**src/rtl/pipe_hazard_ctrl.sv**
```systemverilog
`default_nettype none
// ============================================================================
// Module   : pipe_hazard_ctrl
// Purpose  : 5-stage pipeline hazard unit (load-use, branch flush, mem wait)
// Revision : 1.0
// ============================================================================
module pipe_hazard_ctrl #(
    parameter int LOAD_LAT = 1,
    parameter int MAX_WAIT = 15,
    parameter int CNT_W    = 16
) (
    input  logic             CLK,
    input  logic             RST,
    input  logic [4:0]       rs1_id,
    input  logic [4:0]       rs2_id,
    input  logic             uses_rs2_id,
    input  logic [4:0]       rd_ex,
    input  logic             memread_ex,
    input  logic             branch_mem,
    input  logic             zero_mem,
    input  logic             mem_req,
    input  logic             mem_ready,
    output logic             pc_write,
    output logic             ifid_write,
    output logic             idex_write,
    output logic             ifid_flush,
    output logic             idex_flush,
    output logic             exmem_flush,
    output logic             exmem_hold,
    output logic             pc_sel_branch,
    output logic             mem_timeout,
    output logic [CNT_W-1:0] stall_count,
    output logic [1:0]       state
);

    localparam logic [1:0] c_st_run        = 2'd0;
    localparam logic [1:0] c_st_load_stall = 2'd1;
    localparam logic [1:0] c_st_flush      = 2'd2;
    localparam logic [1:0] c_st_mem_wait   = 2'd3;
    localparam logic [7:0] c_max_wait      = 8'(MAX_WAIT);
    localparam logic [1:0] c_bub_init      = 2'(LOAD_LAT - 1);

    logic [1:0]       r_state, w_state_nxt;
    logic [7:0]       r_wait_cnt, w_wait_nxt, w_wait_cur;
    logic [1:0]       r_bub_cnt, w_bub_nxt;
    logic [CNT_W-1:0] r_stall_cnt;
    logic             r_timeout, w_timeout_set;
    logic             w_taken, w_mem_wait, w_load_use, w_wait_hit;

    assign w_taken    = branch_mem & zero_mem;
    assign w_mem_wait = mem_req & ~mem_ready;
    assign w_load_use = memread_ex & (rd_ex != 5'd0) &
                        ((rd_ex == rs1_id) | (uses_rs2_id & (rd_ex == rs2_id)));
    // Once waiting, only mem_ready releases the hold; w_wait_cur is this cycle's wait number.
    assign w_wait_hit = (r_state == c_st_mem_wait) ? ~mem_ready : w_mem_wait;
    assign w_wait_cur = (r_state == c_st_mem_wait) ? r_wait_cnt + 8'd1 : 8'd1;

    assign state       = r_state;
    assign stall_count = r_stall_cnt;
    assign mem_timeout = r_timeout;

    always_comb begin
        pc_write      = 1'b1;
        ifid_write    = 1'b1;
        idex_write    = 1'b1;
        ifid_flush    = 1'b0;
        idex_flush    = 1'b0;
        exmem_flush   = 1'b0;
        exmem_hold    = 1'b0;
        pc_sel_branch = 1'b0;
        w_state_nxt   = r_state;
        w_wait_nxt    = r_wait_cnt;
        w_bub_nxt     = r_bub_cnt;
        w_timeout_set = 1'b0;
        if (!RST) begin
            pc_write    = 1'b0;
            ifid_write  = 1'b0;
            idex_write  = 1'b0;
            ifid_flush  = 1'b1;
            idex_flush  = 1'b1;
            exmem_flush = 1'b1;
        end else if (w_wait_hit) begin
            pc_write   = 1'b0;
            ifid_write = 1'b0;
            idex_write = 1'b0;
            w_bub_nxt  = 2'd0;
            if (w_wait_cur == c_max_wait) begin
                exmem_flush   = 1'b1;
                w_timeout_set = 1'b1;
                w_wait_nxt    = 8'd0;
                w_state_nxt   = c_st_run;
            end else begin
                exmem_hold  = 1'b1;
                w_wait_nxt  = w_wait_cur;
                w_state_nxt = c_st_mem_wait;
            end
        end else begin
            case (r_state)
                c_st_mem_wait: begin
                    w_wait_nxt  = 8'd0;
                    w_state_nxt = c_st_run;
                end
                c_st_flush: begin
                    w_state_nxt = c_st_run;
                end
                default: begin
                    if (w_taken) begin
                        pc_sel_branch = 1'b1;
                        ifid_flush    = 1'b1;
                        idex_flush    = 1'b1;
                        exmem_flush   = 1'b1;
                        w_bub_nxt     = 2'd0;
                        w_state_nxt   = c_st_flush;
                    end else if (r_state == c_st_load_stall) begin
                        pc_write   = 1'b0;
                        ifid_write = 1'b0;
                        idex_flush = 1'b1;
                        w_bub_nxt  = r_bub_cnt - 2'd1;
                        if (r_bub_cnt <= 2'd1) begin
                            w_bub_nxt   = 2'd0;
                            w_state_nxt = c_st_run;
                        end
                    end else if (w_load_use) begin
                        pc_write   = 1'b0;
                        ifid_write = 1'b0;
                        idex_flush = 1'b1;
                        if (LOAD_LAT > 1) begin
                            w_bub_nxt   = c_bub_init;
                            w_state_nxt = c_st_load_stall;
                        end
                    end
                end
            endcase
        end
    end

    always_ff @(posedge CLK) begin
        if (!RST) begin
            r_state     <= c_st_run;
            r_wait_cnt  <= 8'd0;
            r_bub_cnt   <= 2'd0;
            r_stall_cnt <= '0;
            r_timeout   <= 1'b0;
        end else begin
            r_state    <= w_state_nxt;
            r_wait_cnt <= w_wait_nxt;
            r_bub_cnt  <= w_bub_nxt;
            if (!pc_write && (r_stall_cnt != '1))
                r_stall_cnt <= r_stall_cnt + CNT_W'(1);
            if (w_timeout_set)
                r_timeout <= 1'b1;
        end
    end

endmodule
`default_nettype wire

```
**config.mk**
```make
export PLATFORM = sky130hd
export DESIGN_NAME = pipe_hazard_ctrl
export DESIGN_NICKNAME = d
export VERILOG_FILES = /design/src/rtl/pipe_hazard_ctrl.sv
export SDC_FILE = /design/constraint.sdc
export NUM_CORES = 1
export LEC_CHECK = 0
export ABC_CLOCK_PERIOD_IN_PS = 3200
export BUFFER_PORTS_ARGS = -buffer_cell sky130_fd_sc_hd__buf_2
export CAP_MARGIN = 40
export CORE_MARGIN = 2
export CORE_UTILIZATION = 51
export CTS_CLUSTER_DIAMETER = 30
export DETAILED_ROUTE_END_ITERATION = 6
export GPL_ROUTABILITY_DRIVEN = 1
export GPL_TIMING_DRIVEN = 0
export PLACE_DENSITY = 0.78
export REMOVE_ABC_BUFFERS = 1
export SYNTH_ARGS = -nofsm -noshare
export SYNTH_HDL_FRONTEND = slang
export SYNTH_SLANG_ARGS = --single-unit
```
**constraint.sdc**
```tcl
create_clock -name CLK -period 3.2 [get_ports CLK]
set_input_delay 0.96 -clock CLK [delete_from_list [all_inputs] [get_ports CLK]]
set_output_delay 0.96 -clock CLK [all_outputs]
set_load 0.01 [all_outputs]
```
* After elaboration in Yosys (flattened, before gate mapping) *
Cells that the tools add are included.

storage, ports and cells
  register bits = 29
  bits of input ports = 23
  output and inout port bits = 27
  word-level logic and storage cells = 77

cells by class
  add/sub/neg operators = 3
  reduce and logical (&&, ||, !) cells = 11
  mux-type cells = 41
  bitwise gates (word level) = 9
  equal/unequal tests = 7
  magnitude comparators = 1

operator list
  operator               count
  $mux 8                 4
  $mux 1                 28
  $mux 2                 9
  $add 16x1->16 const B  1
  $ne 16x16->1 const B   1
  $eq 5x5->1             2
  $add 8x1->8 const B    1
  $eq 8x4->1 const B     1
  $reduce_bool 4->1      2
  $and 1x1->1            5
  $reduce_bool 5->1      1
  $eq 2x2->1 const B     2
  $reduce_and 2->1       2
  $reduce_bool 2->1      2
  $reduce_or 2->1        2
  $not 1->1              3
  $eq 2x1->1 const B     1
  $le 2x1->1 const B     1
  $sub 2x1->2 const B    1
  $logic_and 1x1->1      1
  $logic_not 1->1        1
  $or 1x1->1             1

* Depth between registers and ports, before layout *
Gate-level depths: netlist of the first run.

  word-level depth = 12
  mapped depth = 10
  mapped depth without buffers = 9

* Worst setup path before layout of the first run *
No wires, ideal clock.

  path kind = input port to output port
  start = in rd_ex[1]
  end = out pc_write
  arrival = 2.300 ns
  path slack = -0.060 ns
  required time = 2.240 ns
  path buffers = 1
  stages on the path = 5
  cells stage by stage = or4_2 > o21ai_1 > o21bai_1 > a21oi_1 > buf_4

on the way
  word-level cells in the longest chain between the ends = 10
  elaborated cells on any way between the ends = 13

RTL lines
  what                    line  RTL
  start: declaration      17    input logic [4:0] rd_ex,
  $eq 5x5->1              53    ((rd_ex == rs1_id) | (uses_rs2_id & (rd_ex == rs2_id)));
  $and 1x1->1             53
  $or 1x1->1              53
  $and 1x1->1 *           52    assign w_load_use = memread_ex & (rd_ex != 5'd0) &
  $mux 1 * (6 in series)  n/a
  end: declaration        23    output logic pc_write,

Every way passes the cells marked *; elsewhere a longest branch is shown, timed or not.

* Worst setup path in the final report of the first run *
  start = in rd_ex[1]
  end = out idex_flush

on the way
  word-level cells in the longest chain between the ends = 10
  elaborated cells on any way between the ends = 13

RTL lines
  what              line  RTL
  $eq 5x5->1        53
  $and 1x1->1       53
  $or 1x1->1        53
  $and 1x1->1 *     52
  $mux 1 *          123   end else if (w_load_use) begin
  $mux 1 *          114   end else if (r_state == c_st_load_stall) begin
  $mux 1 *          107   if (w_taken) begin
  $mux 1 *          98    case (r_state)
  $mux 1 *          82    end else if (w_wait_hit) begin
  $mux 1 *          75    if (!RST) begin
  end: declaration  27    output logic idex_flush,

Marks and branches as above.

==> qor.yml, run 1 <==
detailed_routing:
  avgViaCountPerCell: 5.55
  ant_nets: 0
  drt-initial-drc-count: 75
  drt-total-wl_um: 3860
  post_drt_wl_per_cell_um: 12.8
  drc: 0
  first_pass_iters: 4
  vias: 1676
power:
  p_per_area_mw_per_mm2: 396
  power_leakage_uw: 0.000848
  ir_drop_mv: 0.295
flow_run:
  maxCapViolCount: 0
cts:
  clk_latency_ns: 0.34
  cts_tree: "yes"
  cts_max_path_buffers: 2
  clockRootBuffer: "clkbuf_4"
  ctsHoldBuffers: 0
  h-tree-depth: 2
  cts.sinks: 29
  cts-buffers-inserted: 5
  cts.clk_slew.worst_paths_ns: 0.08
worst_setup_path:
  worstPathRequired_ns: 2.24
  cp-endpoint: "idex_flush"
  reg2regPathDepth: 8
  crit_fanout: 3
  startpoint_type: "primary input"
  cp-end-kind: "output pin"
  crit_type: "in -> out"
  rrSetupSlack_ns: 0.70
  crit_arrival_ns: 2.17
  timing.rr.end: "stall_count[1]"
  crit_start: "rd_ex[1]"
  r2r_start: "stall_count[6]"
synthesis:
  ys_types: 42
  avgSynthCellArea_um2: 7.97
  seq_area_frac_synth_pct: 35.7
  synth_cells: 204
  synth-edff-count: 0
  synthFlopType: "dfxtp_1"
  ys_seq_elements: 29
  yosysWarningCount: 0
  async_reset_ff_share_pct: 0
  syn_area_mm2: 0.00163
cells_and_area:
  final_common_cell: "buf_2"
  drive_above_1_share_pct: 27.9
  area_growth_pct: 25.9
  layout_common_cells: "buf_2 (49), dfxtp_1 (28), nor2_1 (19), a21oi_1 (19), nand2_1 (16)"
  antennaDiodeCount: 0
  final_cell_area_mm2: 0.00205
  fin_nets: 282
die:
  rows: 20
  start_util_pct: 53.3
  ios: 50
  core-area_mm2: 0.00305
  fp.dieW_um: 60.5
  die_y_um: 60.5
  die_area_mm2: 0.00366
timing:
  fmax_mhz: 319
  timing.final.hold_violations: 0
  worst_slew_pin_slew_ns: 0.641
  fin_worst_skew_ns: 0.0200
  drv_slew: 0
  rsz0062_at_grt: "false"
  period_minus_slack_ns: 3.13
  setup_viol: 0
  hold-worst-slack_ns: 0.450
  worst_slack_ns: 0.0694
  period_share_pct: 97.8
  slew-limit-headroom_pct: 57.2
global_routing:
  grt_pass1_vias: 1488
  track_usage_pct: 22.4
  grt_start_max_net_pins: 21
  grt_pass1_wl_um: 6220
  antenna_found_initial: 0
  grt_overflow: 0
hold_path:
  worstHoldPathType: "reg -> reg"
  hp-start: "mem_timeout"
place:
  place_ws_ns: -0.132
  io_buffers: 49
  gp_congestion: 0.813
  dp_hpwl_um: 2690
  dpl_cell_area_mm2: 0.00189
run_status:
  status: "completed"
metrics by stage:
step | instances | setup TNS (ns) | power, µW | util [%]
floorplan | 197 | 0 | 441 | -
global placement | 290 | -7.06 | 482 | 61.5
detailed placement | 291 | -0.356 | 488 | 62.0
CTS | 301 | 0 | 810 | 65.9
global route | 302 | 0 | 842 | 67.1
finish | 302 | 0 | 812 | 67.1
cells by family after synthesis:
logic type | Yosys count | synth area share (%)
AND/OR/NAND/NOR | 87 | 27.8
flip-flops | 29 | 35.7
AO/OA/AOI/OAI | 52 | 19.9
buffers and inverters | 16 | 5.15
multiplexers | 3 | 1.85
XOR/XNOR | 15 | 8.08
adder cells (fa/ha/maj) | 2 | 1.54
how the worst min path moves through the flow:
stage	to	slack, ns	cells past startpoint
finish	mem_timeout	0.45	2
global route	mem_timeout	0.49	2
CTS	mem_timeout	0.45	2
detailed placement	mem_timeout	0.44	2
global placement	mem_timeout	0.44	2
floorplan	r_bub_cnt[1]	0.46	1
where the power goes:
part / internal (µW) / total [µW] / switching [µW]
Clock: 187 / 325 / 139
Combinational: 46.2 / 108 / 61.4
Sequential: 368 / 379 / 11.4
Total: 600 / 812 / 211
registers in the layout (all words and copies together) (netlist names):
signal       count
r_bub_cnt        2
mem_timeout      1
state            2
stall_count     16
r_wait_cnt       8
layout make-up:
class	count	area (µm²)
clock buffers	7	55.1
clock inverters	1	30.0
fillers	294	1000
inverters	9	33.8
multi-input cells	159	1010
flip-flops and latches	29	582
well taps	44	55.1
repair buffers	53	283
per-layer routing:
layer	wire length, µm	track usage [%]	vias to the layer above
met2	1860	37.0	42
met4	47	7.45	0
li1	-	-	847
met1	1770	28.0	779
met5	0	0	-
met3	181	6.82	8
what timing repair did:
| item | in CTS | in global routing |
|---|---|---|
| setup endpoints to repair | 5 | 5 |
| buffers inserted | 2 | 1 |
| resized for setup | 4 | 6 |
| gates cloned | 0 | 0 |
| pin swaps | 3 | 5 |
critical path: stages:
cell and delay (ns):
buf_2 0.13, or4_4 0.55, o21ai_4 0.15, o21bai_2 0.10
a21o_1 0.15, buf_2 0.13
synth_stat cells (2+ instances only):
master     n  area [µm²]
dfxtp_1   29         581
a21oi_1   20         100
nor2_1    20        75.1
nand2_1   16        60.1
nand3_1   13        65.1
xor2_1    12         105
or3_1     10        62.6
o21ai_1    9        45.0
inv_1      8        30.0
nor3_1     7        35.0
o31ai_1    5        37.5
or4_1      5        37.5
nand2b_1   4        25.0
nand4_1    4        25.0
a22oi_1    3        22.5
mux2i_1    3        30.0
o21a_1     3        22.5
xnor2_1    3        26.3
a21o_1     2        15.0
buf_4      2        15.0
buf_6      2        22.5
clkbuf_1   2        7.51
ha_1       2        25.0
o21ai_0    2        10.0
Note: power is estimated with default switching activity, not from simulation.
==> inputs of run 2 (changes only) <==
CELL_PAD_IN_SITES_DETAIL_PLACEMENT = 1   (was unset)
CELL_PAD_IN_SITES_GLOBAL_PLACEMENT = 2   (was unset)
CORE_UTILIZATION = 28   (was 51)
PLACE_DENSITY = 0.77   (was 0.78)
==> run 2 against run 1 <==
Net effect:
- register-to-register slack worse by 0.08 ns
- core utilization is 28 points lower
- cell area is 6.7% higher
- cell count is 11% higher
- first-iteration DRC count is 13% lower
==> qor.yml, run 2 (synthesized netlist as in run 1, its figures left out) <==
cells_and_area:
  largest_register_ffs: 16
  layout_common_cells: "buf_2 (45), dfxtp_1 (29), nor2_1 (19), a21oi_1 (19), nand2_1 (16)"
  drive_above_1_share_pct: 30.7
  final_cells: 336
  final-seq-area_um2: 581
  final_common_cell: "buf_2"
  fillers: 724
  fin_nets: 288
  antennaDiodeCount: 0
  multi_input_area_mm2: 0.00104
  area_growth_pct: 34.3
  fin_util_pct: 39.2
worst_setup_path:
  worstPathRequired_ns: 2.24
  crit_type: "in -> out"
  crit_fanout: 3
  cp-end-kind: "output pin"
  reg2regPathDepth: 8
  r2r_start: "stall_count[6]"
  rrSetupSlack_ns: 0.62
  timing.rr.end: "stall_count[1]"
  startpoint_type: "primary input"
  crit_arrival_ns: 2.20
place:
  gp_congestion: 0.727
  dp_hpwl_um: 3410
  dp_cells: 319
  io_buffers: 49
  place_ws_ns: -0.170
timing:
  slew-limit-headroom_pct: 56.7
  period_minus_slack_ns: 3.16
  setup_viol: 0
  worst_slack_ns: 0.0394
  period_share_pct: 98.8
  fin_worst_skew_ns: 0.00699
  drv_slew: 0
  fmax_mhz: 316
  worst_slew_pin_slew_ns: 0.649
  timing.final.hold_violations: 0
  rsz0062_at_grt: "true"
die:
  die_y_um: 80.2
  die_area_mm2: 0.00643
  core-area_mm2: 0.00557
  rows: 27
  fp.dieW_um: 80.2
  ios: 50
  start_util_pct: 29.2
cts:
  cts_tree: "yes"
  clk_latency_ns: 0.29
  cts_max_path_buffers: 2
  cts.clk_slew.worst_paths_ns: 0.07
  clockRootBuffer: "clkbuf_8"
  cts.sinks: 29
  h-tree-depth: 2
  cts-buffers-inserted: 5
flow_run:
  maxCapViolCount: 0
power:
  power_uw: 814
  ir_drop_mv: 0.183
  power_leakage_uw: 0.000893
  p_per_area_mw_per_mm2: 373
global_routing:
  grt_overflow: 0
  grt_pass1_wl_um: 8130
  antenna_found_initial: 0
  grt_pass1_vias: 1745
  grt_start_max_net_pins: 21
  track_usage_pct: 16.0
detailed_routing:
  first_pass_iters: 4
  vias: 1697
  drc: 0
  drt-total-wl_um: 4740
  post_drt_wl_per_cell_um: 14.1
  drt-initial-drc-count: 65
  avgViaCountPerCell: 5.05
  ant_nets: 0
hold_path:
  hold_depth: 2
  hp-start: "mem_timeout"
  worstHoldPathType: "reg -> reg"
  min_to: "mem_timeout"
run_status:
  status: "completed"
-- run 2: changes by cell type in the layout (fill, tap and decap cells not counted), moves of 2 or more --
cell / previous run / this run
clkinv_2: 0 / 2
clkbuf_8: 1 / 5
clkbuf_4: 5 / 0
buf_6: 0 / 3
buf_2: 49 / 45
buf_4: 3 / 10
-- run 2: per-stage QoR --
stage | hold slack (ns) | TNS, ns | instance area (µm²)
CTS | 0.451 | -0.00578 | 2090
detailed placement | 0.442 | -0.461 | 1930
floorplan | 0.458 | 0 | 1580
global route | 0.477 | -0.00433 | 2180
global placement | 0.430 | -8.55 | 1910
finish | 0.449 | 0 | 2180
-- run 2: routing by layer --
metal	track usage [%]	wire length (µm)
met4	5.59	77
met2	27.9	2370
met1	19.1	2080
met5	0	0
met3	3.82	213
-- run 2: what timing repair did --
action / CTS / global route
pin swaps: 4 / 11
gates resized for setup: 6 / 13
setup buffers: 7 / 2
hold buffers: 0 / 0
setup endpoints to repair: 5 / 16
-- run 2: worst max-delay path by stage --
stage	start	to	slack [ns]	depth (start not counted)
after floorplan	rd_ex[1]	ifid_write	0.02	4
after global placement	rd_ex[1]	stall_count[9]	-0.57	7
after detailed placement	rd_ex[1]	ifid_write	-0.17	6
after CTS	rd_ex[3]	stall_count[7]	-0.006	15
after global routing	rd_ex[3]	stall_count[5]	-0.004	15
final	rd_ex[2]	idex_flush	0.04	6
-- run 2: power by group --
part           leakage, µW  total [µW]  switching [µW]  internal, µW
logic             0.000614         126            69.4          56.9
registers         0.000235         379            11.5           367
clock network    0.0000439         309             159           150
total             0.000893         814             240           574
-- run 2: layout make-up --
class                           count  area share, %
Multi-Input combinational cell    159           47.8
Sequential cell                    29           26.6
Timing Repair Buffer               59           16.0
Tap cell                           72           4.12
Clock buffer                        5           3.15
Inverter                            9           1.55
Clock inverter                      3          0.802
-- run 2: critical path, stage by stage --
cell and delay, ns:
buf_4 0.13, or4_4 0.52, o21ai_4 0.17, o21bai_2 0.10, a21o_1 0.19, buf_6 0.12
==> inputs of run 3 (changes only) <==
MAX_ROUTING_LAYER = met4   (was unset)
==> run 3 against run 2 <==
Net effect:
- sequential power is essentially flat
- combinational power about the same
- maximum frequency about the same
- largest cell class unchanged
- via count shrank 0.29%
- count of clock-buffer cells in the layout unchanged
- flip-flop and latch count did not move
- first-iteration DRC count decreased by 4.6%
- register-to-register slack about the same
- die area did not move
- non-clock buffer count did not move
- cell count did not move
- cell area did not move
==> qor.yml, run 3 (synthesized netlist as in run 1, its figures left out) <==
run_status:
  status: "completed"
worst_setup_path:
  crit_arrival_ns: 2.20
  rrSetupSlack_ns: 0.61
  worstPathRequired_ns: 2.24
  crit_fanout: 3
  crit_type: "in -> out"
  reg2regPathDepth: 8
  startpoint_type: "primary input"
  cp-end-kind: "output pin"
  timing.rr.end: "stall_count[1]"
  r2r_start: "stall_count[6]"
global_routing:
  grt_pass1_wl_um: 8140
  grt_pass1_vias: 1744
  track_usage_pct: 16.4
  grt_overflow: 0
  antenna_found_initial: 0
  grt_start_max_net_pins: 21
die:
  ios: 50
  start_util_pct: 29.2
  core-area_mm2: 0.00557
  die_area_mm2: 0.00643
  fp.dieW_um: 80.2
  rows: 27
  die_y_um: 80.2
cells_and_area:
  fin_util_pct: 39.2
  largest_register_ffs: 16
  drive_above_1_share_pct: 30.7
  final_common_cell: "buf_2"
  final_cell_area_mm2: 0.00218
  antennaDiodeCount: 0
  fin_nets: 288
  area_growth_pct: 34.3
  layout_common_cells: "buf_2 (45), dfxtp_1 (29), nor2_1 (19), a21oi_1 (19), nand2_1 (16)"
detailed_routing:
  ant_nets: 0
  avgViaCountPerCell: 5.04
  first_pass_iters: 4
  drt-total-wl_um: 4740
  post_drt_wl_per_cell_um: 14.1
  dr_wl_met3_um: 199
  drc: 0
  drt-initial-drc-count: 62
  vias: 1692
  wirelength_met1_um: 2120
  highest_layer: "met4"
  route.met2.wl_um: 2350
hold_path:
  hp-start: "mem_timeout"
  worstHoldPathType: "reg -> reg"
  hold_depth: 2
  min_to: "mem_timeout"
timing:
  worst_slack_ns: 0.0368
  rsz0062_at_grt: "true"
  fin_worst_skew_ns: 0.00756
  slew-limit-headroom_pct: 56.0
  timing.final.hold_violations: 0
  fmax_mhz: 316
  period_minus_slack_ns: 3.16
  worst_slew_pin_slew_ns: 0.660
  setup_viol: 0
  fin_setup_tns_ns: 0
  drv_slew: 0
  period_share_pct: 98.8
power:
  intPower_uw: 574
  p_per_area_mw_per_mm2: 373
  power_switching_uw: 241
  seq_power_share_pct: 46.5
  p_sw_share_pct: 29.5
  ir_drop_mv: 0.183
  clockPowerShare_pct: 38.0
  power_frac_comb_pct: 15.5
  power_leakage_uw: 0.000893
place:
  dp_hpwl_um: 3410
  io_buffers: 49
  place_ws_ns: -0.170
  dpl_cell_area_mm2: 0.00193
  gp_congestion: 0.735
cts:
  ctsHoldBuffers: 0
  clockRootBuffer: "clkbuf_8"
  h-tree-depth: 2
  cts_tree: "yes"
  cts-buffers-inserted: 5
  cts.clk_slew.worst_paths_ns: 0.07
  cts.sinks: 29
  clk_latency_ns: 0.29
  cts_max_path_buffers: 2
flow_run:
  maxCapViolCount: 0
## run 3: cell counts in the layout (fill, tap and decap cells not counted)
No cell type changed its count.
## run 3: cell type report
| class | count | area (µm²) |
|---|---|---|
| flip-flops and latches | 29 | 581 |
| inverters | 9 | 33.8 |
| multi-input cells | 159 | 1040 |
| repair buffers | 59 | 349 |
| clock buffers | 5 | 68.8 |
| clock inverters | 3 | 17.5 |
| well taps | 72 | 90.1 |
| fillers | 724 | 3390 |
## run 3: critical path, stage by stage
cell      delay (ns)
buf_4           0.13
or4_4           0.52
o21ai_4         0.17
o21bai_2        0.10
a21o_1          0.19
buf_6           0.12
## run 3: through the flow
stage,instances,power (µW),hold WS [ns]
3_5_place_dp,319,493,0.442
4_1_cts,334,814,0.451
6_report,336,815,0.448
5_1_grt,336,855,0.477
3_3_place_gp,318,487,0.430
2_1_floorplan,197,441,0.458
## run 3: worst max-delay path by stage
| stage | start | end | slack, ns |
|---|---|---|---|
| after floorplan | rd_ex[1] | ifid_write | 0.02 |
| after detailed placement | rd_ex[1] | ifid_write | -0.17 |
| after global placement | rd_ex[1] | stall_count[9] | -0.57 |
| after global routing | rd_ex[3] | stall_count[5] | -0.004 |
| final | rd_ex[2] | idex_flush | 0.04 |
| after CTS | rd_ex[3] | stall_count[7] | -0.006 |
## run 3: power groups by stage
stage	clock network (µW)	logic (µW)	registers, µW
2_1_floorplan	0	53.2	387
3_3_place_gp	0	99.6	387
3_5_place_dp	0	105	387
4_1_cts	320	115	379
5_1_grt	334	140	381
6_report	310	126	379
## run 3: what timing repair did
action / 4_1_cts / 5_1_grt
cloned: 0 / 0
buffers inserted: 7 / 2
setup endpoints to repair: 5 / 16
gates resized for setup: 6 / 13
pin swaps: 4 / 11
## run 3: metal layers
metal,vias up,track usage (%)
li1,852,-
met1,801,19.2
met2,32,27.9
met3,7,3.71
met4,0,5.59
met5,-,-
